==> src/rtl/alu_pkg.sv <==
// Shared opcode and FSM state definitions for the pipelined ALU and its testbench.
package alu_pkg;

    localparam logic [3:0] OP_ADD  = 4'd0;
    localparam logic [3:0] OP_SUB  = 4'd1;
    localparam logic [3:0] OP_AND  = 4'd2;
    localparam logic [3:0] OP_OR   = 4'd3;
    localparam logic [3:0] OP_XOR  = 4'd4;
    localparam logic [3:0] OP_SLL  = 4'd5;
    localparam logic [3:0] OP_SRL  = 4'd6;
    localparam logic [3:0] OP_SRA  = 4'd7;
    localparam logic [3:0] OP_SLTU = 4'd8;
    localparam logic [3:0] OP_SLT  = 4'd9;
    localparam logic [3:0] OP_MUL  = 4'd10;

    typedef enum logic [0:0] {
        ST_IDLE    = 1'b0,
        ST_MUL_RUN = 1'b1
    } alu_state_e;

    // MUL is only a legal opcode when the multiplier is built in.
    function automatic logic op_is_legal(input logic [3:0] op, input logic mul_en);
        logic legal;
        if (op == OP_MUL) begin
            legal = mul_en;
        end else begin
            legal = (op < OP_MUL);
        end
        return legal;
    endfunction

endpackage

==> src/rtl/alu_mul_seq.sv <==
// Iterative shift-add multiplier: one multiplier bit per clock, low WIDTH bits of the product.
module alu_mul_seq #(
    parameter int WIDTH = 32
) (
    input  logic             clk,
    input  logic             clear_n,
    input  logic             i_abort,
    input  logic             i_start,
    input  logic [WIDTH-1:0] i_op_a,
    input  logic [WIDTH-1:0] i_op_b,
    output logic             o_busy,
    output logic             o_done,
    output logic [WIDTH-1:0] o_product
);

    localparam int CNT_W = $clog2(WIDTH + 1);

    logic             r_busy;
    logic [CNT_W-1:0] r_count;
    logic [WIDTH-1:0] r_mcand;
    logic [WIDTH-1:0] r_mplier;
    logic [WIDTH-1:0] r_acc;
    logic             w_count_zero;

    assign w_count_zero = (r_count == {CNT_W{1'b0}});

    // Done is seen one edge after the last bit step, giving a fixed WIDTH+1 latency.
    assign o_done    = r_busy & w_count_zero;
    assign o_busy    = r_busy;
    assign o_product = r_acc;

    // Operand load, per-bit accumulate/shift, and abort handling.
    always_ff @(posedge clk or negedge clear_n) begin
        if (!clear_n) begin
            r_busy   <= 1'b0;
            r_count  <= {CNT_W{1'b0}};
            r_mcand  <= {WIDTH{1'b0}};
            r_mplier <= {WIDTH{1'b0}};
            r_acc    <= {WIDTH{1'b0}};
        end else if (i_abort) begin
            r_busy  <= 1'b0;
            r_count <= {CNT_W{1'b0}};
            r_acc   <= {WIDTH{1'b0}};
        end else if (i_start) begin
            r_busy   <= 1'b1;
            r_count  <= CNT_W'(WIDTH);
            r_mcand  <= i_op_a;
            r_mplier <= i_op_b;
            r_acc    <= {WIDTH{1'b0}};
        end else if (r_busy && !w_count_zero) begin
            if (r_mplier[0]) begin
                r_acc <= r_acc + r_mcand;
            end
            r_mcand  <= r_mcand << 1;
            r_mplier <= r_mplier >> 1;
            r_count  <= r_count - CNT_W'(1);
        end else if (o_done) begin
            r_busy <= 1'b0;
        end
    end

endmodule

==> src/rtl/alu_pipe_seq.sv <==
// WIDTH-bit ALU with valid/ready handshake, registered result and flags, and an
// iterative multiplier; holds one result until the consumer takes it.
module alu_pipe_seq
    import alu_pkg::*;
#(
    parameter int WIDTH   = 32,
    parameter int SHAMT_W = $clog2(WIDTH),
    parameter bit MUL_EN  = 1'b1
) (
    input  logic             clk,
    input  logic             clear_n,
    input  logic             flush,
    input  logic             in_valid,
    output logic             in_ready,
    input  logic [WIDTH-1:0] alu_in0,
    input  logic [WIDTH-1:0] alu_in1,
    input  logic [3:0]       control_signal,
    output logic             out_valid,
    input  logic             out_ready,
    output logic [WIDTH-1:0] alu_out,
    output logic             zero_flag,
    output logic             carry_flag,
    output logic             ovf_flag,
    output logic             illegal_op
);

    alu_state_e       r_state;
    alu_state_e       w_state_nxt;
    logic             r_live;
    logic             r_out_valid;
    logic [WIDTH-1:0] r_out;
    logic             r_zero;
    logic             r_carry;
    logic             r_ovf;
    logic             r_illegal;

    logic [WIDTH:0]   w_sum;
    logic [WIDTH:0]   w_diff;
    logic [SHAMT_W-1:0] w_shamt;
    logic [WIDTH-1:0] w_res;
    logic             w_carry;
    logic             w_ovf;
    logic             w_legal;
    logic             w_is_mul;
    logic             w_in_ready;
    logic             w_accept;
    logic             w_drain;
    logic             w_mul_start;
    logic             w_load_alu;
    logic             w_load_mul;
    logic             w_mul_busy;
    logic             w_mul_done;
    logic [WIDTH-1:0] w_product;

    assign w_sum    = {1'b0, alu_in0} + {1'b0, alu_in1};
    assign w_diff   = {1'b0, alu_in0} - {1'b0, alu_in1};
    assign w_shamt  = alu_in1[SHAMT_W-1:0];
    assign w_legal  = op_is_legal(control_signal, MUL_EN);
    assign w_is_mul = MUL_EN && (control_signal == OP_MUL);

    // r_live keeps in_ready low until the first edge after reset release.
    assign w_in_ready = r_live && (r_state == ST_IDLE) && !w_mul_busy
                        && (!r_out_valid || out_ready) && !flush;
    assign w_accept   = in_valid && w_in_ready;
    assign w_drain    = r_out_valid && out_ready;

    // Single-cycle datapath; MUL and illegal opcodes fall through to zero here.
    always_comb begin
        w_res   = {WIDTH{1'b0}};
        w_carry = 1'b0;
        w_ovf   = 1'b0;
        case (control_signal)
            OP_ADD: begin
                w_res   = w_sum[WIDTH-1:0];
                w_carry = w_sum[WIDTH];
                w_ovf   = (alu_in0[WIDTH-1] == alu_in1[WIDTH-1])
                          && (w_sum[WIDTH-1] != alu_in0[WIDTH-1]);
            end
            OP_SUB: begin
                w_res   = w_diff[WIDTH-1:0];
                w_carry = w_diff[WIDTH];
                w_ovf   = (alu_in0[WIDTH-1] != alu_in1[WIDTH-1])
                          && (w_diff[WIDTH-1] != alu_in0[WIDTH-1]);
            end
            OP_AND:  w_res = alu_in0 & alu_in1;
            OP_OR:   w_res = alu_in0 | alu_in1;
            OP_XOR:  w_res = alu_in0 ^ alu_in1;
            OP_SLL:  w_res = alu_in0 << w_shamt;
            OP_SRL:  w_res = alu_in0 >> w_shamt;
            OP_SRA:  w_res = $signed(alu_in0) >>> w_shamt;
            OP_SLTU: w_res = {{(WIDTH-1){1'b0}}, (alu_in0 < alu_in1)};
            OP_SLT:  w_res = {{(WIDTH-1){1'b0}}, ($signed(alu_in0) < $signed(alu_in1))};
            default: w_res = {WIDTH{1'b0}};
        endcase
    end

    alu_mul_seq #(
        .WIDTH (WIDTH)
    ) u_mul (
        .clk       (clk),
        .clear_n   (clear_n),
        .i_abort   (flush),
        .i_start   (w_mul_start),
        .i_op_a    (alu_in0),
        .i_op_b    (alu_in1),
        .o_busy    (w_mul_busy),
        .o_done    (w_mul_done),
        .o_product (w_product)
    );

    // FSM state register.
    always_ff @(posedge clk or negedge clear_n) begin
        if (!clear_n) begin
            r_state <= ST_IDLE;
            r_live  <= 1'b0;
        end else begin
            r_state <= w_state_nxt;
            r_live  <= 1'b1;
        end
    end

    // Next state and load strobes; flush wins over MUL completion.
    always_comb begin
        w_state_nxt = r_state;
        w_mul_start = 1'b0;
        w_load_alu  = 1'b0;
        w_load_mul  = 1'b0;
        case (r_state)
            ST_IDLE: begin
                w_mul_start = w_accept && w_is_mul;
                w_load_alu  = w_accept && !w_is_mul;
                if (w_mul_start) begin
                    w_state_nxt = ST_MUL_RUN;
                end else begin
                    w_state_nxt = ST_IDLE;
                end
            end
            ST_MUL_RUN: begin
                w_load_mul = w_mul_done && !flush;
                if (flush || w_mul_done) begin
                    w_state_nxt = ST_IDLE;
                end else begin
                    w_state_nxt = ST_MUL_RUN;
                end
            end
            default: w_state_nxt = ST_IDLE;
        endcase
    end

    // Output register: load on completion, hold under backpressure, clear valid on drain.
    always_ff @(posedge clk or negedge clear_n) begin
        if (!clear_n) begin
            r_out_valid <= 1'b0;
            r_out       <= {WIDTH{1'b0}};
            r_zero      <= 1'b0;
            r_carry     <= 1'b0;
            r_ovf       <= 1'b0;
            r_illegal   <= 1'b0;
        end else if (flush) begin
            r_out_valid <= 1'b0;
        end else if (w_load_alu) begin
            r_out_valid <= 1'b1;
            r_out       <= w_res;
            r_zero      <= (w_res == {WIDTH{1'b0}});
            r_carry     <= w_carry;
            r_ovf       <= w_ovf;
            r_illegal   <= !w_legal;
        end else if (w_load_mul) begin
            r_out_valid <= 1'b1;
            r_out       <= w_product;
            r_zero      <= (w_product == {WIDTH{1'b0}});
            r_carry     <= 1'b0;
            r_ovf       <= 1'b0;
            r_illegal   <= 1'b0;
        end else if (w_drain) begin
            r_out_valid <= 1'b0;
        end
    end

    assign in_ready   = w_in_ready;
    assign out_valid  = r_out_valid;
    assign alu_out    = r_out;
    assign zero_flag  = r_zero;
    assign carry_flag = r_carry;
    assign ovf_flag   = r_ovf;
    assign illegal_op = r_illegal;

endmodule

==> config.mk <==
export PLATFORM = sky130hd
export DESIGN_NAME = alu_pipe_seq
export DESIGN_NICKNAME = d
export VERILOG_FILES = /design/src/rtl/alu_pkg.sv /design/src/rtl/alu_mul_seq.sv /design/src/rtl/alu_pipe_seq.sv
export SDC_FILE = /design/constraint.sdc
export NUM_CORES = 1
export LEC_CHECK = 0
export BUFFER_PORTS_ARGS = -buffer_cell sky130_fd_sc_hd__buf_4
export CORE_MARGIN = 4
export CORE_UTILIZATION = 25
export DETAILED_ROUTE_END_ITERATION = 6
export GPL_TIMING_DRIVEN = 0
export PLACE_DENSITY = 0.46
export SETUP_SLACK_MARGIN = 0.4
export SYNTH_ARGS = -nofsm -noshare
export SYNTH_HDL_FRONTEND = slang
export SYNTH_HIERARCHICAL = 1
export SYNTH_SLANG_ARGS = --single-unit
==> constraint.sdc <==
create_clock -name clk -period 3.14 [get_ports clk]
set_clock_uncertainty 0.15 [all_clocks]
set_input_delay 0.314 -clock clk [delete_from_list [all_inputs] [get_ports clk]]
set_output_delay 0.314 -clock clk [all_outputs]
set_load 0.02 [all_outputs]
# Word level (Yosys, flattened, before mapping)
# Cells that the tools add are included.
# classes
n_bitwise	6
reduce_logical	34
shift	3
order_cmp	3
mux	37
n_addsub	4
eq_ne	15
# op_table
cell	n
$mux W32	10
$pmux W32 S10	1
$logic_not A32 Y1	2
$lt A32 B32 Y1	2
$add A32 B32 Y33	1
$sub A32 B32 Y33	1
$add A32 B32 Y32	1
$and A32 B32 Y32	1
$or A32 B32 Y32	1
$shl A32 B5 Y32	1
$shr A32 B5 Y32	1
$sshr A32 B5 Y32	1
$xor A32 B32 Y32	1
$mux W1	20
$mux W6	3
$eq A4 B3 Y1 const B	4
$eq A4 B4 Y1 const B	3
$logic_and A1 B1 Y1	12
$reduce_bool A3 Y1	3
$eq A4 B2 Y1 const B	2
$reduce_and A2 Y1	4
$logic_not A1 Y1	6
$logic_not A6 Y1	1
$pmux W1 S2	3
other kinds (12)	17
# totals
register_bits	142
inputBits	73
word_cells	115
output_inout_bits	38

# Logic depth before layout (Yosys ltp)
# depth
word_depth	10
mapped_depth	19
depth_no_buf	16

# Cells and area by module
# Netlist, hierarchy kept.
# by_module_without_submodules
module	seq_area_each_um2	instances	cells_each	area_each_um2
alu_pipe_seq	975.9	1	1650	11792.6
alu_mul_seq	2577.5	1	687	6187.2

# Worst setup path before layout
# No wires, ideal clock.
# synth_path
path_type	in2reg
startpoint	in alu_in1[2]
endpoint	reg r_zero (netlist: zero_flag)
path_buffers	5
cell_stages	19
required_time_ns	2.898
setup_ns	0.092
t_arrival_ns	4.474
slack_ns	-1.576
cell_sequence	buf_2 -> clkinv_1 -> buf_2 -> clkbuf_1 -> clkbuf_1 -> ha_1 -> clkbuf_1 -> a21o_1 -> a221o_1 -> a221o_1 -> o221ai_1 -> xnor2_1 -> a221o_1 -> or4_1 -> nor4_2 -> nand4_1 -> nor4_1 -> nand4_1 -> o31ai_2
# synth_via
elab_chain_cells	4
word_cells_on_any_way	13
classes_between	add/sub: 2; order compare: 2; shift: 3; mux: 2; bitwise: 3; reduce/logical: 1
# synth_rtl
element	line	source
from (decl)	alu_pipe_seq.sv:16	input logic [WIDTH-1:0] alu_in1,
$sub A32 B32 Y33 (tied with other cells)	alu_pipe_seq.sv:56	assign w_diff = {1'b0, alu_in0} - {1'b0, alu_in1};
$pmux W32 S10 *	alu_pipe_seq.sv:72	case (control_signal)
$logic_not A32 Y1 *	alu_pipe_seq.sv:164	r_zero <= (w_res == {WIDTH{1'b0}});
$mux W1 *	alu_pipe_seq.sv:161	end else if (w_load_alu) begin
to (signal assigned)	alu_pipe_seq.sv:164	
to (signal assigned)	alu_pipe_seq.sv:171	r_zero <= (w_product == {WIDTH{1'b0}});
to (decl)	alu_pipe_seq.sv:32	logic r_zero;
# Every way passes the cells marked *; elsewhere a longest branch is shown, timed or not.
# A chain may end at the register's enable or synchronous reset.

# Final worst setup path
# layout_path
startpoint	in alu_in1[3]
endpoint	reg r_zero (netlist: zero_flag)
# Same word-level chain as after synthesis.

==> results.md <==
- Core ar.: 0.0714 mm2
- Largest net degree at the start of global routing: 75
- DR vias/cell: 5.94
- Max Root-Sink Buffers: 2
- Synthesized area per cell: 7.69 um2
- Worst-path maximum fanout: 7
- Yosys reg bits: 142
- Unrepaired setup endpoints after global routing: yes
- Synth unique cells: 101
- # port buffers: 109
- WS Path Type: in -> reg
- Filler cells: 7438
- Max Slew Vio Count: 0
- Post-synth design cell area: 0.0180 mm2
- Top FF cell, synth: dfrtp_1
- Worst Max-Slew Pin Slew: 1.10 ns
- Remaining global-route overflow: 0
- Worst min-delay path class: in -> reg
- Total power: 7.54 mW
- Die area: 0.0763 mm2
- Die W: 276 um
- Crit path DAT: 4.45 ns
- Synthesized instance count: 2337
- Initial Util: 25.2%
- Chip height: 276 um
- Most frequent cells in the layout: buf_4 (218), nand2_1 (215), nor2_1 (172), dfrtp_1 (138), a21oi_1 (132)
- Crit. End Element: flip-flop
- First-pass GRT wire length: 155 mm
- Synthesized Nets: 2551
- Setup TNS: -12.91 ns
- I/O pin cnt: 111
- Total Routing Usage GR: 27.3%
- Root Buffer: clkbuf_16
- Xor/xnor cell area share of the yosys netlist: 2.00%
- Clock sink total: 142
- Area grow syn2layout: 41.6%
- Post-DP HPWL: 86.0 mm
- Via count: 21400
- Fin crit period: 4.24 ns
- Layout cell share with drive strength beyond 1: 34.0%
- CP Cell Sequence: buf_12, buf_12, inv_8, clkbuf_16, clkbuf_16, buf_12, ha_4, and3_1, a221o_2, a221o_1, o221ai_4, xnor2_2, a221o_1, or4_4, nor4_4, nand4_1, nor4_2, nand4_1, o31ai_2
- CTS tree: yes
- Clk_lat worst skew: 0.45 ns
- Avg WL per Cell: 30.9 um
- DRC viols: 2
- Inserted Clock Buffers: 17
- Final Wtd Congestion: 1.05
- Most common cell after layout, fill and taps aside: buf_4
- TritonRoute pass-1 iters: 7
- Max-slew headroom: 25.9%
- Final wirelength: 111 mm
- Worst VDD drop: 0.334 mV
- Yosys warnings: 6
- Worst path max stage delay: 0.47 ns
- Leakage power total: 10.3 nW
- Worst path slowest cell: or4_4
- Post-route ant nets: 0
- Final setup vio count: 28
- DRT iter0 DRCs: 2130
- Initial antenna violation count: 3
- Max-cap violations: 0
- Multi-input logic area: 0.0156 mm2
- Post-synth EDFFs: 0
- Compound-Gate Fraction of Synth Area: 28.5%
- Adder-Cell Fraction of Synth Area: 9.94%
- Final worst slack: -1.10 ns
- Failing checks: DRC, setup timing
- Antenna Cells: 0
- Multiplexer share of the synthesized area: 13.5%
- CP required: 3.35 ns
- Ys async rst share: 100%
- PwrDens: 296 mW/mm2
- Outcome: finished, violations left
- Reg clk slew, reported paths: 0.07 ns
- Worst Setup Start Kind: input port
- Final hold violations: 0
- Largest family of logic cells by synthesized area: compound AO/OA/AOI/OAI gates
- Period utilization: 135%
- H-Tree Depth: 4
- Sequential cell area: 0.00356 mm2
- Number of global-route vias before repair: 21000
- Register area share after synthesis: 19.8%
- Max Fclk: 236 MHz
- Rows: 98
- Post-synthesis simple-gate area fraction: 19.5%
- Most Frequent Cell on Critical Path: buf_12
- Net count, final: 2846
-- Yosys cell counts (31+ instances only) --
master | n | share of area (%)
mux2i_1 | 135 | 7.5
inv_1 | 112 | 2.3
clkbuf_1 | 115 | 2.4
nor2_1 | 189 | 3.9
nand3_1 | 60 | 1.7
o21ai_0 | 215 | 6.0
a21o_1 | 35 | 1.5
nor3_1 | 50 | 1.4
a211oi_1 | 39 | 1.6
nand2_1 | 281 | 5.9
a21oi_1 | 171 | 4.8
dfrtp_1 | 142 | 20
mux2_2 | 31 | 1.9
ha_1 | 138 | 9.6
-- what timing repair did --
item / in CTS / in global routing
pin swaps: 120 / 99
hold buffers: 3 / 0
resized for setup: 502 / 365
buffers inserted: 93 / 58
endpoints found under the hold margin: 71 / 0
gates cloned: 0 / 7
endpoints found under the setup margin: 140 / 132
-- registers in the layout, summed over array words and instances, names as in the netlist --
name	flops
carry_flag	1
r_state	1
ovf_flag	1
u_mul/o_busy	1
u_mul/o_product	32
out_valid	1
zero_flag	1
alu_out	32
u_mul/r_mplier	32
u_mul/r_count	6
illegal_op	1
r_live	1
u_mul/r_mcand	32
-- power breakdown --
part	internal (mW)	switching [mW]	leakage, nW
sequential	1.88	0.0425	1.96
clock	1.37	0.899	0.309
combinational	1.23	2.13	7.98
-- through the flow --
step | cell area (um2) | std cells | util, % | hold slack (ns) | setup WS (ns)
2_1_floorplan | 18300 | 2337 | - | -0.132 | -0.882
3_3_place_gp | 20300 | 3396 | 28.4 | 0.311 | -3.19
3_5_place_dp | 20400 | 3402 | 28.6 | 0.250 | -3.20
4_1_cts | 23800 | 3529 | 33.3 | 0.0254 | -1.21
5_1_grt | 25500 | 3594 | 35.7 | 0.0399 | -1.22
6_report | 25500 | 3594 | 35.7 | 0.0305 | -1.10
-- cell families (layout without fill, tap and decap cells) --
kind of cell / after synthesis / in the layout
xor+xnor: 41 / 41
compound gates: 778 / 778
simple gates: 754 / 754
flops: 142 / 142
fa+ha+maj: 141 / 141
mux: 198 / 198
other cells: 1 / 1
buf+inv: 282 / 589
-- cell type report --
class	instances	share of cell area, %
clock inverters	13	0.801
plain buffers	168	5.61
clock buffers	18	1.73
flip-flops and latches	142	14.0
well taps	950	4.67
multi-input cells	1913	61.4
repair buffers	276	9.93
inverters	114	1.92
-- metal layers --
layer  GRT usage (%)  part of all wire, %  wire length (um)  vias up
met5               0                0.019                21        -
met4            11.9                  5.5              6100        4
li1                -                    -                 -     9309
met1            35.5                   41             45800    10700
met2            45.4                   47             51800     1110
met3            3.57                  6.5              7230      252
-- worst max-delay path: cells and delay by family --
kind | cells | cell delay, ns
xor gates and xnor gates | 1 | 0.09
and+or+nand+nor | 6 | 1.53
buffers and inverters | 6 | 0.76
adders and majority gates | 1 | 0.20
AOI/OAI and AO/OA | 5 | 1.52
-- worst paths after layout --
kind,slack [ns],cells after the start,to,startpoint
setup / recovery,-1.10,19,zero_flag$_DFFE_PN0P_,alu_in1[3]
hold / removal,0.03,3,u_mul/r_mplier[27]$_DFFE_PN0P_,alu_in1[27]
setup reg to reg,-0.70,13,zero_flag$_DFFE_PN0P_,r_state$_DFF_PN0_
hold reg to reg,0.34,1,alu_out[14]$_DFFE_PN0P_,alu_out[14]$_DFFE_PN0P_
max in group asynchronous,1.67,3,u_mul/r_count[2]$_DFFE_PN0P_,clear_n
min in group asynchronous,0.32,2,u_mul/o_product[6]$_DFFE_PN0P_,clear_n
No activity file was read; power rests on OpenSTA's default activity.
